**src/rtl/mem_stage_pkg.sv**
```systemverilog
// Shared types and lane helpers for the MEM-stage load/store unit.
// Byte-enable and offset helpers work on an 8-lane view; callers truncate.
package mem_stage_pkg;

  localparam logic [1:0] W_BYTE  = 2'b00;
  localparam logic [1:0] W_HALF  = 2'b01;
  localparam logic [1:0] W_WORD  = 2'b10;
  localparam logic [1:0] W_DWORD = 2'b11;

  typedef enum logic [1:0] {
    S_IDLE,
    S_REQ,
    S_WAIT_RD
  } state_e;

  function automatic logic [7:0] be_gen(
    input logic [1:0] width,
    input logic [2:0] off
  );
    unique case (width)
      W_BYTE:  be_gen = 8'h01 << off;
      W_HALF:  be_gen = 8'h03 << off;
      W_WORD:  be_gen = 8'h0F << off;
      default: be_gen = 8'hFF;
    endcase
  endfunction

  function automatic logic misaligned(
    input logic [1:0] width,
    input logic [2:0] off
  );
    unique case (width)
      W_HALF:  misaligned = off[0];
      W_WORD:  misaligned = (off[1:0] != 2'b00);
      W_DWORD: misaligned = (off != 3'b000);
      default: misaligned = 1'b0;
    endcase
  endfunction

  function automatic logic [2:0] align_off(
    input logic [1:0] width,
    input logic [2:0] off
  );
    unique case (width)
      W_HALF:  align_off = {off[2:1], 1'b0};
      W_WORD:  align_off = {off[2], 2'b00};
      W_DWORD: align_off = 3'b000;
      default: align_off = off;
    endcase
  endfunction

endpackage

```
**src/rtl/lsu_load_align.sv**
```systemverilog
// Load data extraction: lane shift followed by sign/zero extension.
import mem_stage_pkg::*;

module lsu_load_align #(
  parameter int NB_DATA = 32,
  parameter int NB_OFF  = $clog2(NB_DATA/8)
) (
  input  logic [NB_DATA-1:0] rdata_i,
  input  logic [NB_OFF-1:0]  off_i,
  input  logic [1:0]         width_i,
  input  logic               sign_i,
  output logic [NB_DATA-1:0] data_o
);

  logic [NB_DATA-1:0] sh;
  logic [5:0]         msb;
  logic               fill;

  always_comb begin
    sh = rdata_i >> {off_i, 3'b000};
    unique case (width_i)
      W_BYTE:  msb = 6'd7;
      W_HALF:  msb = 6'd15;
      W_WORD:  msb = 6'd31;
      default: msb = 6'(NB_DATA-1);
    endcase
    fill   = sign_i & sh[msb];
    data_o = sh;
    for (int i = 0; i < NB_DATA; i++) begin
      if (i > int'(msb)) data_o[i] = fill;
    end
  end

endmodule

```
**src/rtl/mem_stage_lsu.sv**
```systemverilog
// MEM stage with req/gnt/rvalid data-memory handshake and MEM/WB regs.
// Build option: LSU_MISALIGN_TRAP_EN turns misaligned ops into traps.
import mem_stage_pkg::*;

module mem_stage_lsu #(
  parameter int NB_DATA = 32,
  parameter int NB_ADDR = 8,
  parameter int NB_REG  = 5
) (
  input  logic                 clk,
  input  logic                 i_rst_n,
  input  logic                 i_halt,
  input  logic                 i_valid,
  input  logic [NB_DATA-1:0]   i_result,
  input  logic [NB_DATA-1:0]   i_data4Mem,
  input  logic [1:0]           i_width,
  input  logic                 i_sign_flag,
  input  logic                 i_memRead,
  input  logic                 i_memWrite,
  input  logic                 i_regWrite,
  input  logic                 i_mem2reg,
  input  logic [NB_REG-1:0]    i_reg2write,
  output logic                 o_mem_req,
  output logic                 o_mem_we,
  output logic [NB_ADDR-1:0]   o_mem_addr,
  output logic [NB_DATA/8-1:0] o_mem_be,
  output logic [NB_DATA-1:0]   o_mem_wdata,
  input  logic                 i_mem_gnt,
  input  logic                 i_mem_rvalid,
  input  logic [NB_DATA-1:0]   i_mem_rdata,
  output logic                 o_stall,
  output logic [NB_DATA-1:0]   o_reg_read,
  output logic [NB_DATA-1:0]   o_ALUresult,
  output logic [NB_REG-1:0]    o_reg2write,
  output logic                 o_regWrite,
  output logic                 o_mem2reg,
  output logic                 o_wb_valid,
  output logic                 o_misalign
);

  localparam int NB_BYTES = NB_DATA/8;
  localparam int NB_OFF   = $clog2(NB_BYTES);
`ifdef LSU_MISALIGN_TRAP_EN
  localparam bit TRAP = 1'b1;
`else
  localparam bit TRAP = 1'b0;
`endif

  state_e              state_q, state_d;
  logic [NB_DATA-1:0]  h_addr_q, h_addr_d;
  logic [NB_DATA-1:0]  h_wdata_q, h_wdata_d;
  logic [NB_BYTES-1:0] h_be_q, h_be_d;
  logic [2:0]          h_off_q, h_off_d;
  logic [1:0]          h_width_q, h_width_d;
  logic                h_sign_q, h_sign_d;
  logic                h_we_q, h_we_d;
  logic                h_rw_q, h_rw_d;
  logic                h_m2r_q, h_m2r_d;
  logic [NB_REG-1:0]   h_dst_q, h_dst_d;

  logic [NB_DATA-1:0]  rd_q, rd_d;
  logic [NB_DATA-1:0]  alu_q, alu_d;
  logic [NB_REG-1:0]   dst_q, dst_d;
  logic                rw_q, rw_d;
  logic                m2r_q, m2r_d;
  logic                wbv_q, wbv_d;
  logic                mis_q, mis_d;

  logic [2:0]          off_in, off_use;
  logic [7:0]          be8;
  logic [NB_DATA-1:0]  wdata_in, ld_data;
  logic                accept, memop, noop_in, mis_in;
  logic                done_st, done_ld;

  assign accept  = i_valid & ~i_halt;
  assign memop   = i_memRead | i_memWrite;
  assign off_in  = 3'(i_result[NB_OFF-1:0]);
  assign mis_in  = misaligned(i_width, off_in);
  assign noop_in = (NB_DATA == 32) && (i_width == W_DWORD);
  assign off_use = TRAP ? off_in : align_off(i_width, off_in);
  assign be8     = be_gen(i_width, off_use);

  always_comb begin
    unique case (i_width)
      W_BYTE:  wdata_in = {(NB_BYTES){i_data4Mem[7:0]}};
      W_HALF:  wdata_in = {(NB_DATA/16){i_data4Mem[15:0]}};
      W_WORD:  wdata_in = {(NB_DATA/32){i_data4Mem[31:0]}};
      default: wdata_in = i_data4Mem;
    endcase
  end

  lsu_load_align #(.NB_DATA(NB_DATA)) u_align (
    .rdata_i (i_mem_rdata),
    .off_i   (h_off_q[NB_OFF-1:0]),
    .width_i (h_width_q),
    .sign_i  (h_sign_q),
    .data_o  (ld_data)
  );

  always_comb begin
    state_d   = state_q;
    h_addr_d  = h_addr_q;
    h_wdata_d = h_wdata_q;
    h_be_d    = h_be_q;
    h_off_d   = h_off_q;
    h_width_d = h_width_q;
    h_sign_d  = h_sign_q;
    h_we_d    = h_we_q;
    h_rw_d    = h_rw_q;
    h_m2r_d   = h_m2r_q;
    h_dst_d   = h_dst_q;
    rd_d      = rd_q;
    alu_d     = alu_q;
    dst_d     = dst_q;
    rw_d      = rw_q;
    m2r_d     = m2r_q;
    mis_d     = mis_q;
    wbv_d     = 1'b0;
    done_st   = 1'b0;
    done_ld   = 1'b0;
    unique case (state_q)
      S_IDLE: begin
        if (accept) begin
          case (1'b1)
            (!memop || noop_in || (TRAP && mis_in)): begin
              rd_d  = '0;
              alu_d = i_result;
              dst_d = i_reg2write;
              rw_d  = i_regWrite & ~memop;
              m2r_d = i_mem2reg;
              mis_d = memop & ~noop_in & mis_in;
              wbv_d = 1'b1;
            end
            default: begin
              h_addr_d  = i_result;
              h_wdata_d = wdata_in;
              h_be_d    = be8[NB_BYTES-1:0];
              h_off_d   = off_use;
              h_width_d = i_width;
              h_sign_d  = i_sign_flag;
              h_we_d    = i_memWrite;
              h_rw_d    = i_regWrite;
              h_m2r_d   = i_mem2reg;
              h_dst_d   = i_reg2write;
              state_d   = S_REQ;
            end
          endcase
        end
      end
      S_REQ: begin
        if (i_mem_gnt) begin
          done_st = h_we_q;
          done_ld = ~h_we_q & i_mem_rvalid;
          if (!h_we_q && !i_mem_rvalid) state_d = S_WAIT_RD;
        end
      end
      S_WAIT_RD: done_ld = i_mem_rvalid;
      default:   state_d = S_IDLE;
    endcase
    if (done_st || done_ld) begin
      rd_d    = done_ld ? ld_data : '0;
      alu_d   = h_addr_q;
      dst_d   = h_dst_q;
      rw_d    = h_rw_q & done_ld;
      m2r_d   = h_m2r_q;
      mis_d   = 1'b0;
      wbv_d   = 1'b1;
      state_d = S_IDLE;
    end
  end

  always_ff @(posedge clk or negedge i_rst_n) begin
    if (!i_rst_n) begin
      state_q   <= S_IDLE;
      h_addr_q  <= '0;
      h_wdata_q <= '0;
      h_be_q    <= '0;
      h_off_q   <= '0;
      h_width_q <= '0;
      h_sign_q  <= 1'b0;
      h_we_q    <= 1'b0;
      h_rw_q    <= 1'b0;
      h_m2r_q   <= 1'b0;
      h_dst_q   <= '0;
      rd_q      <= '0;
      alu_q     <= '0;
      dst_q     <= '0;
      rw_q      <= 1'b0;
      m2r_q     <= 1'b0;
      wbv_q     <= 1'b0;
      mis_q     <= 1'b0;
    end else begin
      state_q   <= state_d;
      h_addr_q  <= h_addr_d;
      h_wdata_q <= h_wdata_d;
      h_be_q    <= h_be_d;
      h_off_q   <= h_off_d;
      h_width_q <= h_width_d;
      h_sign_q  <= h_sign_d;
      h_we_q    <= h_we_d;
      h_rw_q    <= h_rw_d;
      h_m2r_q   <= h_m2r_d;
      h_dst_q   <= h_dst_d;
      rd_q      <= rd_d;
      alu_q     <= alu_d;
      dst_q     <= dst_d;
      rw_q      <= rw_d;
      m2r_q     <= m2r_d;
      wbv_q     <= wbv_d;
      mis_q     <= mis_d;
    end
  end

  assign o_stall     = (state_q != S_IDLE);
  assign o_mem_req   = (state_q == S_REQ);
  assign o_mem_we    = o_mem_req & h_we_q;
  assign o_mem_addr  = h_addr_q[NB_ADDR+NB_OFF-1:NB_OFF];
  assign o_mem_be    = h_be_q;
  assign o_mem_wdata = h_wdata_q;
  assign o_reg_read  = rd_q;
  assign o_ALUresult = alu_q;
  assign o_reg2write = dst_q;
  assign o_regWrite  = rw_q;
  assign o_mem2reg   = m2r_q;
  assign o_wb_valid  = wbv_q;
  assign o_misalign  = mis_q;

endmodule

```
**config.mk**
```make
export PLATFORM = sky130hd
export DESIGN_NAME = mem_stage_lsu
export DESIGN_NICKNAME = d
export VERILOG_FILES = /design/src/rtl/mem_stage_pkg.sv /design/src/rtl/lsu_load_align.sv /design/src/rtl/mem_stage_lsu.sv
export SDC_FILE = /design/constraint.sdc
export NUM_CORES = 1
export LEC_CHECK = 0
export BUFFER_PORTS_ARGS = -buffer_cell sky130_fd_sc_hd__clkbuf_2
export CAP_MARGIN = 0
export CORE_MARGIN = 5
export CORE_UTILIZATION = 41
export DETAILED_ROUTE_END_ITERATION = 16
export GPL_ROUTABILITY_DRIVEN = 0
export HOLD_SLACK_MARGIN = 0.12
export PLACE_DENSITY = 0.67
export SETUP_SLACK_MARGIN = 0.15
export SLEW_MARGIN = 25
export SYNTH_ARGS = -nofsm -noshare
export SYNTH_HDL_FRONTEND = slang
export SYNTH_SLANG_ARGS = --single-unit
```
**constraint.sdc**
```tcl
create_clock -name clk -period 2.45 [get_ports clk]
set_clock_uncertainty 0.2 [all_clocks]
set_input_delay 0.3675 -clock clk [delete_from_list [all_inputs] [get_ports clk]]
set_output_delay 0.3675 -clock clk [all_outputs]
set_load 0.005 [all_outputs]
```
* After elaboration in Yosys (flattened, before gate mapping)
Cells that the tools add are included.
Widths: inputs -> output; s select.
** Cells by class
- Eq/ne operators :: 11
- $lt $le $gt $ge :: 32
- Shifts and indexed selects :: 4
- Muxes and demuxes :: 77
- Reduce and logical (&&, ||, !) cells :: 19
- Bitwise logic cells :: 14
** Operator list (count)
- $mux 32 :: 9
- $gt 5x5->1 const A :: 16
- $pmux 32 s2 :: 1
- $mux 1 :: 51
- $gt 4x5->1 const A :: 8
- $shr 32x5->32 :: 1
- $gt 3x5->1 const A :: 4
- $mux 5 :: 4
- $pmux 4 s3 :: 1
- $gt 2x5->1 const A :: 2
- $mux 2 :: 5
- $pmux 5 s2 :: 1
- $reduce_bool 2->1 :: 5
- $and 1x1->1 :: 8
- $eq 2x1->1 const B :: 3
- $eq 2x2->1 const B :: 3
- $logic_not 2->1 :: 3
- $lt 5x6->1 const B :: 1
- $ne 3x1->1 const B :: 2
- $ne 3x3->1 const B :: 2
- $pmux 2 s3 :: 1
- $reduce_and 3->1 :: 2
- $bmux 1 s5 :: 1
- $gt 1x5->1 const A :: 1
- 15 further kinds :: 22
** Storage, ports and cells
- Word-level logic and storage cells :: 175
- Output and inout port bits :: 120
- Input port bits :: 114
- Flip-flop bits (word level) :: 156

* Depth between registers and ports, before layout
- Depth after elaboration :: 8
- Gate-level depth with buffers :: 9

* Cells and area by module
A second synthesis with hierarchy kept.
** Second synthesis, totals
- Cells, all modules :: 782
- Area, all modules :: 7478.4 um2
** Modules (own cells, without submodules)
- mem_stage_lsu :: instances 1, seq. area each 3903.7 um2, cells an instance 659, area each 6712.7 um2
- lsu_load_align :: instances 1, seq. area each 0.0 um2, cells an instance 123, area each 765.7 um2

* Worst setup path after synthesis
No wires, ideal clock.
- Path type :: register to register
- From :: register state_q[0]
- To :: register alu_q[24], in the netlist o_ALUresult[24]
- Data required time :: 2.117 ns
- Stages on the path, launching flop included :: 10
- Period minus slack after synthesis :: 2.068 ns
- Setup time :: 0.133 ns
- Arrival :: 1.735 ns
- Path slack :: 0.382 ns
- Cell sequence :: dfrtp_1 -> inv_1 -> ha_1 -> a32o_1 -> and2_1 -> buf_2 -> buf_2 -> buf_2 -> nand2_1 -> o21ai_0
** Between the ends
- Word-level cells in the longest chain between the ends :: 5
- Elaborated cells on any way between the ends :: 11
** RTL lines
- start, declared :: RTL line mem_stage_lsu.sv:49 : state_e state_q, state_d;
- start signal, assigned :: RTL line mem_stage_lsu.sv:193 : state_q <= state_d;
- $eq 2x2->1 / $eq 2x1->1 (equally long branches) :: RTL line mem_stage_lsu.sv:121 : unique case (state_q)
- $pmux 1 s2 / $mux 1 (equally long branches) :: RTL line mem_stage_lsu.sv:121
- $logic_or 1x1->1 :: RTL line mem_stage_lsu.sv:160 : if (done_st || done_ld) begin
- $reduce_bool 2->1 (no source line)
- $reduce_and 3->1 (no source line)
- end signal, assigned :: RTL line mem_stage_lsu.sv:205 : alu_q <= alu_d;
- end, declared :: RTL line mem_stage_lsu.sv:62 : logic [NB_DATA-1:0] alu_q, alu_d;
Parallel ways exist; a longest one is shown, timed or not.
A chain may end at the register's enable or synchronous reset.

* Worst setup path after layout
- From :: register state_q[1]
- To :: register rd_q[27], in the netlist o_reg_read[27]
** Between the ends
- Word-level cells in the longest chain between the ends :: 5
- Elaborated cells on any way between the ends :: 12
** RTL lines
- $eq 2x2->1 / $eq 2x1->1 (equally long branches) :: RTL line mem_stage_lsu.sv:121
- $pmux 1 s2 / $mux 1 (equally long branches) :: RTL line mem_stage_lsu.sv:121
- $logic_or 1x1->1 :: RTL line mem_stage_lsu.sv:160
- $reduce_bool 2->1 (no source line)
- $reduce_and 3->1 (no source line)
- end signal, assigned :: RTL line mem_stage_lsu.sv:204 : rd_q <= rd_d;
- end, declared :: RTL line mem_stage_lsu.sv:61 : logic [NB_DATA-1:0] rd_q, rd_d;
Parallel ways exist; a longest one is shown, timed or not.

==> impl_metrics.env <==
export IMPL_status="completed"
export IMPL_ff_latch_area_mm2=0.00390
export IMPL_layout_drive_gt1_share_pct=28.4
export IMPL_hold_ws_ns=0.133
export IMPL_fin_util_pct=58.4
export IMPL_rsz0062_at_grt="false"
export IMPL_yosysMostFrequentCell="nand2_1"
export IMPL_synth_cell_types=50
export IMPL_root_buffer="clkbuf_16"
export IMPL_cts_tree="done"
export IMPL_ant_nets=0
export IMPL_power_density_mw_per_mm2=1070
export IMPL_cpPeakStageDelay_ns=0.62
export IMPL_io_buffers=233
export IMPL_endpoint_kind="flip-flop"
export IMPL_cp_required_ns=2.60
export IMPL_drt_pass1_iterations=5
export IMPL_synth_area_per_cell_um2=9.81
export IMPL_slew_violations=0
export IMPL_ctsHtreeMaxLevel=4
export IMPL_finalHoldViolCount=0
export IMPL_synth_edf_count=0
export IMPL_cts_inserted_buffers=17
export IMPL_multi_input_area_mm2=0.00305
export IMPL_max_vdd_ir_drop_v=0.000613
export IMPL_hp_start="i_mem_rdata[31]"
export IMPL_grt_pass1_wl_um=34300
export IMPL_cp_max_fo=7
export IMPL_cts_path_max_buffers=2
export IMPL_period_minus_slack_ns=2.17
export IMPL_max_clock_freq_ghz=0.461
export IMPL_slew_headroom_pct=56.7
export IMPL_start_util_pct=41.9
export IMPL_crit_path_cell_trace="inv_1, ha_1, and3b_2, o211ai_1, nor4b_2, a221o_1"
export IMPL_cts_setup_buffers=0
export IMPL_vias=6481
export IMPL_drt_first_iter_violations=325
export IMPL_cp_start_kind="flip-flop"
export IMPL_wirelength_um=21100
export IMPL_synth_top_area_share_pct=53.6
export IMPL_die_y_um=143
export IMPL_dieArea_mm2=0.0205
export IMPL_viasPerCell=5.06
export IMPL_grt_ovfl_total=0
export IMPL_die_w_um=143
export IMPL_crit_arrival_ns=2.32
export IMPL_yosysWarnings=0
export IMPL_dpl_cell_area_mm2=0.00867
export IMPL_fin_cells=1282
export IMPL_maxCapViolCount=0
export IMPL_grt_usage_pct=21.1
export IMPL_final_setup_tns_ns=0
export IMPL_leakagePower_uw=0.00528
export IMPL_antenna_found_initial=0
export IMPL_ys_seq_area_share_pct=53.6
export IMPL_cp_startpoint="state_q[1]"
export IMPL_worstSkewPairLatency_ns=0.42
export IMPL_fill_cells=1501
export IMPL_grt_pass1_vias=6665
export IMPL_fin_nets=1167
export IMPL_synthesis_instances=742
export IMPL_synth_area_mm2=0.00728
export IMPL_core_area_mm2=0.0174
export IMPL_synthTopCellsByCount="234 x nand2_1, 156 x dfrtp_1, 60 x o21ai_0"
export IMPL_antenna_cells=0
export IMPL_syn_nets=865
export IMPL_crit_type="flip-flop to flip-flop"
export IMPL_synth_largest_area_cell="dfrtp_1"
export IMPL_dp_hpwl_um=14300
export IMPL_worst_slew_pin_slew_ns=0.648
export IMPL_async_flop_share_pct=100
export IMPL_synthFlopType="dfrtp_1"
export IMPL_io_pin_count=234
export IMPL_setup_viol=0
export IMPL_wl_per_cell_um=16.5
export IMPL_clk_pin_slew_ns=0.06
export IMPL_dp_cells=1164
export IMPL_grt_max_degree=53
export IMPL_postLayoutCellArea_mm2=0.0101
export IMPL_reg2reg_from="state_q[1]"
export IMPL_fin_crit_sh_pct=88.5
export IMPL_row_count=48
export IMPL_cts_sinks=156
export IMPL_hold_class="input pin to flip-flop"
export IMPL_crit_slowest_cell="nor4b_2"
export IMPL_drc=0
export IMPL_synth_area_leaders="dfrtp_1 54%, nand2_1 12%, mux2i_1 8.1%"
export IMPL_syn_to_final_growth_pct=39.2
export IMPL_ys_ff_latch=156
-- routing by layer --
layer  GRT usage [%]  wire (um)  vias to the layer above  share of wire, %
li1                -          -                     3152                 -
met1            27.3       9110                     3062                43
met2            34.6       9890                      238                47
met3            5.99       1730                       29               8.2
met4            6.39        375                        0               1.8
met5               0          0                        -                 0
-- placed cells by master (no fill, tap or decap), types with 3 or more instances in the layout --
cell	instances
nand2_1	233
clkbuf_2	232
dfrtp_1	156
dlygate4sd3_1	86
o21ai_0	60
mux2i_1	59
nor2_1	26
clkbuf_16	17
a21oi_1	15
buf_4	14
o211ai_1	9
a31oi_1	9
a32o_1	8
a221oi_1	8
a211o_1	8
a22oi_1	8
a22o_1	8
nor2b_1	8
ha_1	8
inv_1	7
a221o_1	7
nor3b_1	6
buf_12	6
nand3b_1	4
clkbuf_8	4
nand3_1	3
clkinvlp_4	3
-- state kept, by name, summed over array words and instances (netlist names), 4 cells and up --
| name | cells |
|---|---|
| h_addr_q | 32 |
| o_reg2write | 5 |
| o_ALUresult | 32 |
| o_reg_read | 32 |
| h_dst_q | 5 |
| o_mem_wdata | 32 |
| o_mem_be | 4 |
-- logic make-up after synthesis --
group / after synthesis / synth area share [%]
fa+ha+maj: 9 / 1.55
mux: 60 / 8.32
simple gates: 296 / 17.0
compound gates: 157 / 14.8
flops: 156 / 53.6
buf+inv: 64 / 4.71
-- final cells by class --
type                    instances  share of cell area (%)
well taps                     225                    2.78
inverters                       7                   0.259
repair buffers                340                    22.4
clock buffers                  23                    4.82
multi-input cells             522                    30.1
flip-flops and latches        156                    38.5
clock inverters                 9                    1.09
-- worst max-delay path: cells and delay by family (launching register included) --
kind,cells,cell delay [ns]
AND/OR/NAND/NOR,2,0.82
AO/OA/AOI/OAI,2,0.41
flip-flops,1,0.38
adder cells (fa/ha/maj),1,0.19
buffers and inverters,1,0.12
-- final timing paths --
path                       cells past startpoint              end  slack, ns
hold / removal                                 3   o_reg_read[23]       0.13
min in group asynchronous                      2  o_ALUresult[28]       0.21
hold reg to reg                                2           h_rw_q       0.27
setup reg to reg                               6   o_reg_read[27]       0.28
max in group asynchronous                      3   o_reg_read[17]       1.19
setup / recovery                               6   o_reg_read[27]       0.28
-- stage by stage --
step | setup slack [ns] | power, uW
after global routing | 0.152 | 11700
after CTS | 0.201 | 10900
final | 0.282 | 10800
after floorplan | 0.382 | 6530
after global placement | 0.284 | 8020
after detailed placement | 0.248 | 8130
-- report_power, final --
part / internal (uW) / total, uW / leakage, uW / switching, uW
Sequential: 3700 / 4390 / 0.00197 / 694
Clock: 1610 / 2660 / 0.000286 / 1050
Combinational: 1800 / 3790 / 0.00303 / 1990
-- repair_timing --
item,in CTS,in global routing
endpoints found under the setup margin,0,60
resized for setup,0,3
hold endpoints to repair,281,0
hold buffers,86,0
Power figures use the tool's default switching activity.
